## config.mk

```make
export PLATFORM = sky130hd
export DESIGN_NAME = plic_gateway_arb
export DESIGN_NICKNAME = d
export VERILOG_FILES = /design/src/rtl/plic_gateway_arb.sv
export SDC_FILE = /design/constraint.sdc
export NUM_CORES = 1
export LEC_CHECK = 0
export ABC_AREA = 1
export BUFFER_PORTS_ARGS = -buffer_cell sky130_fd_sc_hd__buf_4
export CAP_MARGIN = 20
export CORE_MARGIN = 2
export CORE_UTILIZATION = 50
export DETAILED_ROUTE_END_ITERATION = 10
export GPL_ROUTABILITY_DRIVEN = 0
export GPL_TIMING_DRIVEN = 0
export HOLD_SLACK_MARGIN = 0.08
export PLACE_DENSITY = 0.85
export RECOVER_POWER = 25
export SETUP_SLACK_MARGIN = 0.4
export SYNTH_ARGS = -nofsm -noshare
export SYNTH_HDL_FRONTEND = slang
export SYNTH_SLANG_ARGS = --single-unit
```

## constraint.sdc

```tcl
create_clock -name clk -period 33.3 [get_ports clk]
set_input_delay 1.665 -clock clk [delete_from_list [all_inputs] [get_ports clk]]
set_output_delay 1.665 -clock clk [all_outputs]
set_load 0.01 [all_outputs]
```

## src/rtl/plic_gateway_arb.sv

```systemverilog
// PLIC gateway and arbiter for hart context 0: level sources become pending bits,
// the best qualifying source is requested from the core, and claim/complete are tracked.
module plic_gateway_arb (
  input  logic        clk,
  input  logic        rst,
  input  logic [15:0] irq_src,
  input  logic [31:0] cfg_prt,
  input  logic [15:0] cfg_ie,
  input  logic [1:0]  cfg_ith,
  output logic [15:0] plic_ip,
  output logic [3:0]  plic_cpc,
  output logic        core_ex_trap_valid_i,
  output logic [4:0]  core_ex_trap_id_i,
  input  logic        core_ex_trap_ready_o,
  input  logic        core_ex_trap_cplet_o,
  input  logic [4:0]  core_ex_trap_cplet_id_o
);

  typedef enum logic [1:0] {S_IDLE, S_REQ, S_ACTIVE} state_t;

  state_t      state_q, state_d;
  logic [15:0] ip_q, ip_d;
  logic [15:0] insvc_q, insvc_d;
  logic        cand_vld_q, cand_vld_d;
  logic [3:0]  cand_id_q, cand_id_d;
  logic [3:0]  req_id_q, req_id_d;
  logic [3:0]  cpc_q, cpc_d;

  logic [15:0] qual;
  logic [1:0]  best_prt;
  logic        claim;
  logic        cmpl;
  logic [15:0] claim_mask;
  logic [15:0] cmpl_mask;
  logic [15:0] gw_set;

  // ip_q[0] is held at zero, so source 0 can never qualify.
  always_comb begin
    qual = '0;
    for (int i = 0; i < 16; i++) begin
      qual[i] = ip_q[i] & cfg_ie[i] & (cfg_prt[2*i +: 2] > cfg_ith);
    end
  end

  // Strict compare while scanning upward keeps the lowest ID on priority ties.
  always_comb begin
    cand_vld_d = 1'b0;
    cand_id_d  = 4'd0;
    best_prt   = 2'd0;
    for (int i = 0; i < 16; i++) begin
      if (qual[i] && (cfg_prt[2*i +: 2] > best_prt)) begin
        best_prt   = cfg_prt[2*i +: 2];
        cand_id_d  = 4'(i);
        cand_vld_d = 1'b1;
      end
    end
  end

  always_comb begin
    state_d  = state_q;
    req_id_d = req_id_q;
    cpc_d    = cpc_q;
    claim    = 1'b0;
    cmpl     = 1'b0;
    case (state_q)
      S_IDLE: begin
        if (cand_vld_q) begin
          req_id_d = cand_id_q;
          state_d  = S_REQ;
        end
      end
      S_REQ: begin
        if (core_ex_trap_ready_o) begin
          claim   = 1'b1;
          cpc_d   = req_id_q;
          state_d = S_ACTIVE;
        end else if (!qual[req_id_q]) begin
          state_d = S_IDLE;
        end
      end
      S_ACTIVE: begin
        if (core_ex_trap_cplet_o && !core_ex_trap_cplet_id_o[4] &&
            (core_ex_trap_cplet_id_o[3:0] == cpc_q)) begin
          cmpl    = 1'b1;
          cpc_d   = 4'd0;
          state_d = S_IDLE;
        end
      end
      default: state_d = S_IDLE;
    endcase
  end

  // Gateway uses registered in-service, so a source reopens only after completion lands;
  // the claim mask is applied last so a same-cycle claim beats a set.
  always_comb begin
    claim_mask = claim ? (16'd1 << req_id_q) : 16'd0;
    cmpl_mask  = cmpl  ? (16'd1 << cpc_q)    : 16'd0;
    gw_set     = irq_src & ~ip_q & ~insvc_q;
    ip_d       = (ip_q | gw_set) & ~claim_mask & 16'hFFFE;
    insvc_d    = (insvc_q | claim_mask) & ~cmpl_mask & 16'hFFFE;
  end

  always_ff @(posedge clk) begin
    if (rst) begin
      state_q    <= S_IDLE;
      ip_q       <= '0;
      insvc_q    <= '0;
      cand_vld_q <= 1'b0;
      cand_id_q  <= 4'd0;
      req_id_q   <= 4'd0;
      cpc_q      <= 4'd0;
    end else begin
      state_q    <= state_d;
      ip_q       <= ip_d;
      insvc_q    <= insvc_d;
      cand_vld_q <= cand_vld_d;
      cand_id_q  <= cand_id_d;
      req_id_q   <= req_id_d;
      cpc_q      <= cpc_d;
    end
  end

  assign plic_ip              = ip_q;
  assign plic_cpc             = cpc_q;
  assign core_ex_trap_valid_i = (state_q == S_REQ);
  assign core_ex_trap_id_i    = (state_q == S_REQ) ? {1'b0, req_id_q} : 5'd0;

endmodule

```

==> results.md, run 1 <==
- Flop-to-flop setup slack: 19000 ps
- Main combinational cell family by area after synthesis: simple AND/OR/NAND/NOR gates
- Htree depth: 2
- Final Setup Violations: 0
- Final hold vios: 0
- Netlist Area Pre-Place: 3870 um^2
- First drt pass iteration count: 6
- Clock power frac: 25.9%
- Die Y: 92.0 um
- LEAKAGE: 2.52 nW
- Max Root-Sink Buffers: 2
- Crit end category: register
- Period utilization: 48.7%
- Die W: 92.0 um
- HP Class: register to register
- Clk Latency, worst-skew pair: 310 ps
- Seq/Total Area, Yosys: 23.3%
- Share of the synthesized area in the top cell type: 23.3%
- CP Max Fanout: 15
- Site Rows: 32
- DP Wirelength: 8.82 mm
- Synth cell count leaders: 130 x inv_1, 78 x nand2_1, 66 x a21oi_1
- FILL cells: 721
- Global route hottest layer: met2
- Post-synth EDFFs: 0
- WS Path Type: input pin to register
- Clock transition at the registers of the reported paths: 90 ps
- Internal power: 0.105 mW
- Ys Warns: 0
- Psw: 0.0576 mW
- Vias in the first global route: 4227
- FF+latch count, synth: 45
- Power Dens Cells: 33.8 nW/um^2
- FFs w/ async S/R, synth: 0%
- Synth Area in Simple Gates: 29.7%
- Ratio of cells with drive above 1 in the final layout: 16.7%
- Mapped Avg Cell Area: 6.41 um^2
- Top-count cell post-synth: inv_1
- Postcts setup bufs: 0
- Worst Hold Path Cells: 2
- Crit path to: cand_id_q[3]$_SDFF_PP0_
- Via count: 4346
- Port-buffer cells: 93
- Post-CTS Hold Fix Bufs: 0
- Post-synthesis mux area share: 0%
- Tightest Pin Transition: 617 ps
- DRT iter0 DRCs: 358
- Synth area leaders: dfxtp_1 23%, ha_1 15%, inv_1 13%
- Initial Utilization: 50.8%
- Met2 Use GR: 47.2%
- Vias per cell: 5.39
- RSZ-0062 raised after global routing: false
- Fin crit period: 16210 ps
- Tot GR Track Use: 26.2%
- Max Clk Rate: 0.0617 GHz
- Boundary pin count: 101
- Crit-path max cell delay: 450 ps
- ANT nets after route: 0
- Synth Area in XOR/XNOR: 0.226%
- Synth Area in Compound Gates: 17.5%
- Worst r2r dst: cand_id_q[3]$_SDFF_PP0_
- Num CTS Buffers: 5
- Setup_tns: 0 ps
- Worst EP required: 33500 ps
- Slowest cell on the critical path: inv_1
- Power after layout: 0.162 mW
- M1 GR Usage: 31.7%
- Synth Flop Type: dfxtp_1
- Die area: 8450 um^2
- Clk sinks: 45
- Multi-input logic area: 2430 um^2
- Area leader, netlist: dfxtp_1
- PostCTS Resize Cnt: 0
- Syn-to-layout area delta: 24.2%
- First-pass GRT wire length: 18.2 mm
- Final hold slack: 511 ps
- Outcome: finished clean
- Dpl cells: 799
- Grt ovf: 0
- Critical Path AT: 16410 ps
- Final wirelength: 11.0 mm
- Final Core Density: 63.1%
- CTS root buffer: clkbuf_8
- Post-synthesis adder-cell area fraction: 15.2%
- Post-synthesis cell count: 603
- Sequential Power Share: 37.8%
- ANT cells: 0
- Worst setup SP type: input pin
- Worst Setup SP: cfg_ith[1]
- Max IR drop VDD: 0.0207 mV
- Pin count of the biggest net entering global routing: 16
- DR WL/cell: 13.6 um
- M3 GR Usage: 3.86%
- Combinational share of power: 36.3%
- Clock skew: 7.16 ps
- Register Area: 901 um^2
- Initial antenna violation count: 0
- R2R Path Start: plic_ip[1]$_SDFF_PP0_
- Final nets: 826
- Slew Limit Fails: 0
- DRC viols: 0
- Switching Share: 35.5%
- CORE AREA: 7610 um^2
- CTS tree: built
- Worst-case reg-to-reg path depth: 102
- # Max-Cap Violations: 0
- Max_slew headroom: 58.8%
- CP most frequent cell: nand2_1
- Yosys cell types: 38
- Non-Filler Instances: 807
==> sequential cells by signal, indices dropped and copies added (netlist names) <==
signal	count
insvc_q	15
plic_ip	15
cand_id_q	4
plic_cpc	4
req_id_q	4
state_q	2
cand_vld_q	1
==> placed cells by master (no fill, tap or decap), drive strengths merged, types with 2 or more instances in the layout <==
cell,synthesis,layout
inv,130,131
buf,3,94
nand2,82,82
a21oi,69,69
nor2,62,62
nand3,57,57
ha,47,47
dfxtp,45,45
nor3,27,27
o21ai,17,17
o211ai,16,16
clkbuf,7,14
and3,7,7
nand4,6,6
and2,5,5
o21a,3,3
a211oi,3,3
clkinv,2,3
or2,2,2
o22ai,2,2
conb,1,2
==> per-layer routing <==
layer,wire length (um),vias up
met5,0,-
met1,4580,1967
met2,5440,170
met3,706,25
met4,269,0
li1,-,2184
==> how the worst min path moves through the flow <==
stage,start,to,slack [ps]
after floorplan,insvc_q[10]$_SDFF_PP0_,insvc_q[10]$_SDFF_PP0_,460
after global placement,insvc_q[5]$_SDFF_PP0_,insvc_q[5]$_SDFF_PP0_,480
after detailed placement,insvc_q[13]$_SDFF_PP0_,insvc_q[13]$_SDFF_PP0_,480
after CTS,insvc_q[13]$_SDFF_PP0_,insvc_q[13]$_SDFF_PP0_,510
after global routing,insvc_q[13]$_SDFF_PP0_,insvc_q[13]$_SDFF_PP0_,540
final,insvc_q[1]$_SDFF_PP0_,insvc_q[1]$_SDFF_PP0_,510
==> cells by family after synthesis <==
| group | count (synthesis) |
|---|---|
| xor gates and xnor gates | 1 |
| and+or+nand+nor | 250 |
| adders and majority gates | 47 |
| DFF | 45 |
| AOI/OAI and AO/OA | 117 |
| other | 1 |
| buffers and inverters | 142 |
==> layout make-up <==
cell class | instances | area share [%]
Buffer | 10 | 0.964
Clock buffer | 5 | 1.43
Clock inverter | 3 | 0.912
Inverter | 132 | 10.3
Multi-Input combinational cell | 417 | 50.6
Sequential cell | 45 | 18.8
Tap cell | 102 | 2.66
Timing Repair Buffer | 93 | 14.4
==> critical path, delay by kind of cell <==
family                   cells  cell delay (ps)
buffers and inverters       19             1730
AND/OR/NAND/NOR             57             6390
adder cells (fa/ha/maj)     15             4140
AO/OA/AOI/OAI               15             2490
==> stage by stage <==
step | worst slack, ps | instance area, um^2
2_1_floorplan | 18950 | 3870
3_3_place_gp | 17600 | 4700
3_5_place_dp | 17030 | 4700
4_1_cts | 17200 | 4810
5_1_grt | 15380 | 4800
6_report | 17090 | 4800
==> power groups by stage <==
stage	sequential [mW]	clock (mW)	combinational [mW]
2_1_floorplan	0.0616	0	0.0374
3_3_place_gp	0.0621	0	0.0549
3_5_place_dp	0.0623	0	0.0579
4_1_cts	0.0611	0.0425	0.0585
5_1_grt	0.0617	0.0450	0.0667
6_report	0.0614	0.0421	0.0589
Power figures use the tool's default switching activity.
==> run 2, diff against run 1 <==
--- a/config.mk
+++ b/config.mk
@@ -5,16 +5,16 @@
 export SDC_FILE = /design/constraint.sdc
 export NUM_CORES = 1
 export LEC_CHECK = 0
-export ABC_AREA = 1
+export ABC_AREA = 0
 export BUFFER_PORTS_ARGS = -buffer_cell sky130_fd_sc_hd__buf_4
 export CAP_MARGIN = 20
 export CORE_MARGIN = 2
-export CORE_UTILIZATION = 50
+export CORE_UTILIZATION = 49
 export DETAILED_ROUTE_END_ITERATION = 10
 export GPL_ROUTABILITY_DRIVEN = 0
 export GPL_TIMING_DRIVEN = 0
 export HOLD_SLACK_MARGIN = 0.08
-export PLACE_DENSITY = 0.85
+export PLACE_DENSITY = 0.86
 export RECOVER_POWER = 25
 export SETUP_SLACK_MARGIN = 0.4
 export SYNTH_ARGS = -nofsm -noshare
==> constraint.sdc (replaced) <==
create_clock -name clk -period 14.6 [get_ports clk]
set_input_delay 0.73 -clock clk [delete_from_list [all_inputs] [get_ports clk]]
set_output_delay 0.73 -clock clk [all_outputs]
set_load 0.01 [all_outputs]
==> results.md, run 2 <==
- R2R Path Start: plic_ip[1]$_SDFF_PP0_
- Max_slew headroom: 28.9%
- Power Dens Cells: 81.0 nW/um^2
- Worst EP required: 14840 ps
- Final hold slack: 480 ps
- Ratio of cells with drive above 1 in the final layout: 36.4%
- Yosys cell types: 67
- Clk sinks: 45
- Die W: 94.4 um
- Mapped Avg Cell Area: 8.02 um^2
- Share of the synthesized area in the top cell type: 22.5%
- Worst Hold Path Cells: 2
- Final Setup Violations: 5
- Commonest non-fill, non-tap cell in the layout: buf_4
- Final wirelength: 16.7 mm
- Initial Utilization: 51.3%
- Power after layout: 0.473 mW
- Critical Path AT: 17640 ps
- Vias per cell: 6.77
- Pre-CTS WS: -3590 ps
- Outcome: complete, but fails checks
- Htree depth: 2
- ANT cells: 0
- Worst r2r dst: cand_id_q[0]$_SDFF_PP0_
- FFs w/ async S/R, synth: 0%
- Crit path buf inv count: 7
- First-pass GRT wire length: 23.6 mm
- Crit-path leading delay family: simple AND/OR/NAND/NOR gates
- Max IR drop VDD: 0.0587 mV
- Tot GR Track Use: 33.4%
- CTS root buffer: clkbuf_8
- Failing checks: negative setup slack
- FILL cells: 543
- Placed inst area: 5120 um^2
- Vias in the first global route: 4952
- Ys Warns: 0
- Clk Latency, worst-skew pair: 310 ps
- DRC viols: 0
- Hold EP: req_id_q[1]$_SDFFE_PP0P_
- CP most frequent cell: ha_4
- # Max-Cap Violations: 0
- Period utilization: 119%
- LEAKAGE: 2.52 nW
- Seq/Total Area, Yosys: 22.5%
- Clock skew: 10.9 ps
- HP Class: register to register
- Commonest non-fill, non-tap cells in the layout: 125 x buf_4, 45 x dfxtp_1, 43 x inv_1
- Slew Limit Fails: 0
- Final nets: 770
- Synth cell count leaders: 47 x ha_1, 47 x inv_1, 45 x dfxtp_1
- Syn-to-layout area delta: 45.9%
- Boundary pin count: 101
- Max Root-Sink Buffers: 2
- Fin crit period: 17400 ps
- CORE AREA: 7810 um^2
- FF+latch count, synth: 45
- Slowest cell on the critical path: a2111o_1
- WS Path Type: input pin to register
- Tightest Pin Transition: 1060 ps
- Post-synth EDFFs: 0
- Initial antenna violation count: 0
- Die Y: 94.4 um
- DRT iter0 DRCs: 473
- Port-buffer cells: 93
- Worst-case reg-to-reg path depth: 86
- ANT nets after route: 0
- Clock transition at the registers of the reported paths: 80 ps
- Area leader, netlist: dfxtp_1
- Synth area leaders: dfxtp_1 23%, ha_1 15%, a21oi_1 5.5%
- Crit end category: register
- Worst hold start: cand_id_q[1]$_SDFF_PP0_
- Post-synthesis cell count: 499
- Worst setup SP type: input pin
- Final hold vios: 0
- Pin count of the biggest net entering global routing: 16
- Post-route setup slack: -2800 ps
- CTS tree: built
- Finished Cell Area: 5840 um^2
- First drt pass iteration count: 7
- Flop-to-flop setup slack: -2160 ps
- Die area: 8910 um^2
- Crit-path max cell delay: 500 ps
- Via count: 5086
- Grt ovf: 0
- DR WL/cell: 22.3 um
- Site Rows: 32
- Num CTS Buffers: 5
- Synth Flop Type: dfxtp_1
- CP Max Fanout: 5
- DP Wirelength: 10.0 mm
- Max Clk Rate: 0.0575 GHz
- Netlist Area Pre-Place: 4000 um^2
- RSZ-0062 raised after global routing: true
-- run 2: routing by layer --
metal,wire [um],track usage [%],vias up
li1,-,-,2163
met1,5740,36.4,2358
met2,8050,60.9,402
met3,1600,6.23,163
met4,1330,18.1,0
met5,0,0,-
-- run 2: worst reg2reg max path: cells and delay by family, from the launching register on --
| family | cells | cell delay (ps) |
|---|---|---|
| flip-flops | 1 | 400 |
| AND/OR/NAND/NOR | 37 | 5130 |
| AO/OA/AOI/OAI | 23 | 4760 |
| adder cells (fa/ha/maj) | 16 | 4150 |
| multiplexers | 5 | 1660 |
| buffers and inverters | 5 | 580 |
-- run 2: cell type report --
class | instances | area [um^2] | share of cell area (%)
Multi-Input combinational cell | 391 | 3410 | 58.4
Timing Repair Buffer | 141 | 1010 | 17.2
Clock inverter | 3 | 65.1 | 1.11
Tap cell | 102 | 128 | 2.18
Sequential cell | 45 | 901 | 15.4
Clock buffer | 5 | 68.8 | 1.18
Inverter | 47 | 180 | 3.08
Buffer | 17 | 78.8 | 1.35
-- run 2: logic make-up after synthesis --
| logic type | Yosys count | synth area share, % |
|---|---|---|
| simple gates | 175 | 22.8 |
| buf+inv | 64 | 6.37 |
| other cells | 1 | 0.0937 |
| flops | 45 | 22.5 |
| mux | 14 | 4.62 |
| compound gates | 150 | 28.2 |
| xor+xnor | 1 | 0.219 |
| fa+ha+maj | 49 | 15.2 |
-- run 2: repair_timing --
| item | in CTS | in global routing |
|---|---|---|
| setup buffers | 30 | 18 |
| endpoints found under the setup margin | 5 | 5 |
| resized for setup | 37 | 21 |
| pin swaps | 34 | 34 |
| hold buffers | 0 | 0 |
-- run 2: power breakdown --
part | internal [mW] | switching [mW]
clock network | 0.0680 | 0.0450
registers | 0.130 | 0.00588
logic | 0.107 | 0.117
-- run 2: worst max path at each step --
stage	start	to	cells after the start	slack, ps
floorplan	cfg_ith[1]	cand_vld_q$_SDFF_PP0_	85	-1690
global placement	cfg_ith[1]	cand_vld_q$_SDFF_PP0_	88	-3080
detailed placement	cfg_ith[1]	cand_vld_q$_SDFF_PP0_	89	-3590
CTS	cfg_ith[1]	cand_vld_q$_SDFF_PP0_	89	-1800
global route	cfg_ith[1]	cand_id_q[0]$_SDFF_PP0_	92	-3310
finish	cfg_ith[1]	cand_id_q[0]$_SDFF_PP0_	90	-2800
-- run 2: stage by stage --
stage                     std cells  setup TNS, ps  util (%)
after floorplan                 500          -8020         -
after global placement          695         -14910      65.6
after detailed placement        695         -17370      65.6
after CTS                       733          -8550      72.6
after global routing            751         -15820      74.8
final                           751         -13330      74.8
==> run 3, diff against run 2 <==
--- a/config.mk
+++ b/config.mk
@@ -5,7 +5,7 @@
 export SDC_FILE = /design/constraint.sdc
 export NUM_CORES = 1
 export LEC_CHECK = 0
-export ABC_AREA = 0
+export ABC_AREA = 1
 export BUFFER_PORTS_ARGS = -buffer_cell sky130_fd_sc_hd__buf_4
 export CAP_MARGIN = 20
 export CORE_MARGIN = 2
@@ -14,7 +14,7 @@
 export GPL_ROUTABILITY_DRIVEN = 0
 export GPL_TIMING_DRIVEN = 0
 export HOLD_SLACK_MARGIN = 0.08
-export PLACE_DENSITY = 0.86
+export PLACE_DENSITY = 0.87
 export RECOVER_POWER = 25
 export SETUP_SLACK_MARGIN = 0.4
 export SYNTH_ARGS = -nofsm -noshare
==> results.md, run 3 (synthesis gave the netlist of run 1 again) <==
- DRT iter0 DRCs: 435
- Site Rows: 32
- R2R Path Start: plic_ip[1]$_SDFF_PP0_
- Worst r2r dst: cand_vld_q$_SDFF_PP0_
- Clock transition at the registers of the reported paths: 90 ps
- Post-CTS Hold Fix Bufs: 0
- Initial Utilization: 50.3%
- Crit path buf inv count: 18
- First-pass GRT wire length: 18.4 mm
- Slowest cell on the critical path: ha_1
- Worst hold start: insvc_q[3]$_SDFF_PP0_
- Crit-path max cell delay: 330 ps
- Power after layout: 0.390 mW
- Die area: 8620 um^2
- # Max-Cap Violations: 0
- Ratio of cells with drive above 1 in the final layout: 27.4%
- Port-buffer cells: 93
- Outcome: finished clean
- Pin count of the biggest net entering global routing: 17
- Final nets: 843
- Via count: 4686
- Finished Cell Area: 5200 um^2
- Num CTS Buffers: 5
- CTS tree: built
- Tightest Pin Transition: 539 ps
- DRC viols: 0
- Period utilization: 94.6%
- HP Class: register to register
- Fin crit period: 13810 ps
- Boundary pin count: 101
- ANT cells: 0
- Non-Filler Instances: 824
- DP Wirelength: 9.11 mm
- Pre-CTS WS: -839 ps
- Clk Latency, worst-skew pair: 300 ps
- ANT nets after route: 0
- FILL cells: 652
- Dpl cells: 799
- Clk sinks: 45
- Htree depth: 2
- Commonest non-fill, non-tap cell in the layout: inv_1
- Initial antenna violation count: 0
- Grt ovf: 0
- Hold EP: insvc_q[3]$_SDFF_PP0_
- Clock skew: 7.03 ps
- Max Clk Rate: 0.0724 GHz
- Worst Hold Path Cells: 2
- Final Setup Violations: 0
- CP Max Fanout: 4
- Power Dens Cells: 75.0 nW/um^2
- Max IR drop VDD: 0.0568 mV
- Tot GR Track Use: 26.2%
- Register Area: 901 um^2
- WS Path Type: input pin to register
- Setup_tns: 0 ps
- Met2 Use GR: 47.6%
- Crit end category: register
- First drt pass iteration count: 6
- Syn-to-layout area delta: 34.5%
- Critical Path AT: 13970 ps
- Final Core Density: 67.7%
- Final wirelength: 12.8 mm
- Final hold vios: 0
- Flop-to-flop setup slack: 1370 ps
- Worst setup SP type: input pin
- M1 GR Usage: 31.7%
- CP most frequent cell: nand2_2
- LEAKAGE: 2.58 nW
- Final hold slack: 507 ps
- Slew Limit Fails: 0
- Max Root-Sink Buffers: 2
- DR WL/cell: 15.5 um
- M3 GR Usage: 2.85%
- Placed inst area: 4700 um^2
- CORE AREA: 7690 um^2
- Worst-case reg-to-reg path depth: 107
- Global route hottest layer: met2
- Post-route setup slack: 794 ps
- Max_slew headroom: 64.1%
- CTS root buffer: clkbuf_8
- Worst EP required: 14770 ps
- Multi-input logic area: 2750 um^2
- Die Y: 92.8 um
- Vias per cell: 5.69
- Commonest non-fill, non-tap cells in the layout: 116 x inv_1, 98 x buf_4, 64 x a21oi_1
- Crit-path leading delay family: simple AND/OR/NAND/NOR gates
- Vias in the first global route: 4142
- Die W: 92.8 um
run 3: how the worst max path moves through the flow:
stage,from,end,slack (ps),depth (start not counted)
floorplan,cfg_ith[1],cand_id_q[3]$_SDFF_PP0_,1190,108
global placement,cfg_ith[1],cand_id_q[3]$_SDFF_PP0_,-130,109
detailed placement,cfg_ith[1],cand_vld_q$_SDFF_PP0_,-840,110
CTS,cfg_ith[1],cand_vld_q$_SDFF_PP0_,410,110
global route,cfg_ith[1],cand_vld_q$_SDFF_PP0_,-110,109
finish,cfg_ith[1],cand_vld_q$_SDFF_PP0_,790,111
run 3: where the power goes:
part | leakage, nW | internal, mW | switching [mW]
combinational | 2.17 | 0.0712 | 0.0986
clock | 0.0447 | 0.0346 | 0.0461
sequential | 0.369 | 0.131 | 0.00860
total | 2.58 | 0.237 | 0.153
run 3: metal layers:
layer  part of all wire, %  vias up  wire (um)
li1                      -     2223          -
met1                    37     2143       4720
met2                    51      254       6480
met3                   8.4       66       1080
met4                   3.9        0        495
met5                     0        -          0
run 3: timing repair:
action	4_1_cts	5_1_grt
endpoints found under the setup margin	5	5
buffers inserted	1	16
pin swaps	1	59
resized for setup	9	80
run 3: layout make-up:
| type | instances | share of cell area [%] |
|---|---|---|
| multi-input cells | 417 | 52.9 |
| flip-flops and latches | 45 | 17.3 |
| repair buffers | 110 | 15.0 |
| inverters | 132 | 9.60 |
| well taps | 102 | 2.45 |
| clock buffers | 5 | 1.32 |
| plain buffers | 10 | 0.890 |
| clock inverters | 3 | 0.481 |
run 3: worst reg2reg max path: cells and delay by family, from the launching register on:
kind                       cells  cell delay, ps
and+or+nand+nor               64            6520
adders and majority gates     14            3640
AOI/OAI and AO/OA             14            1610
buffers and inverters         15             940
DFF                            1             380
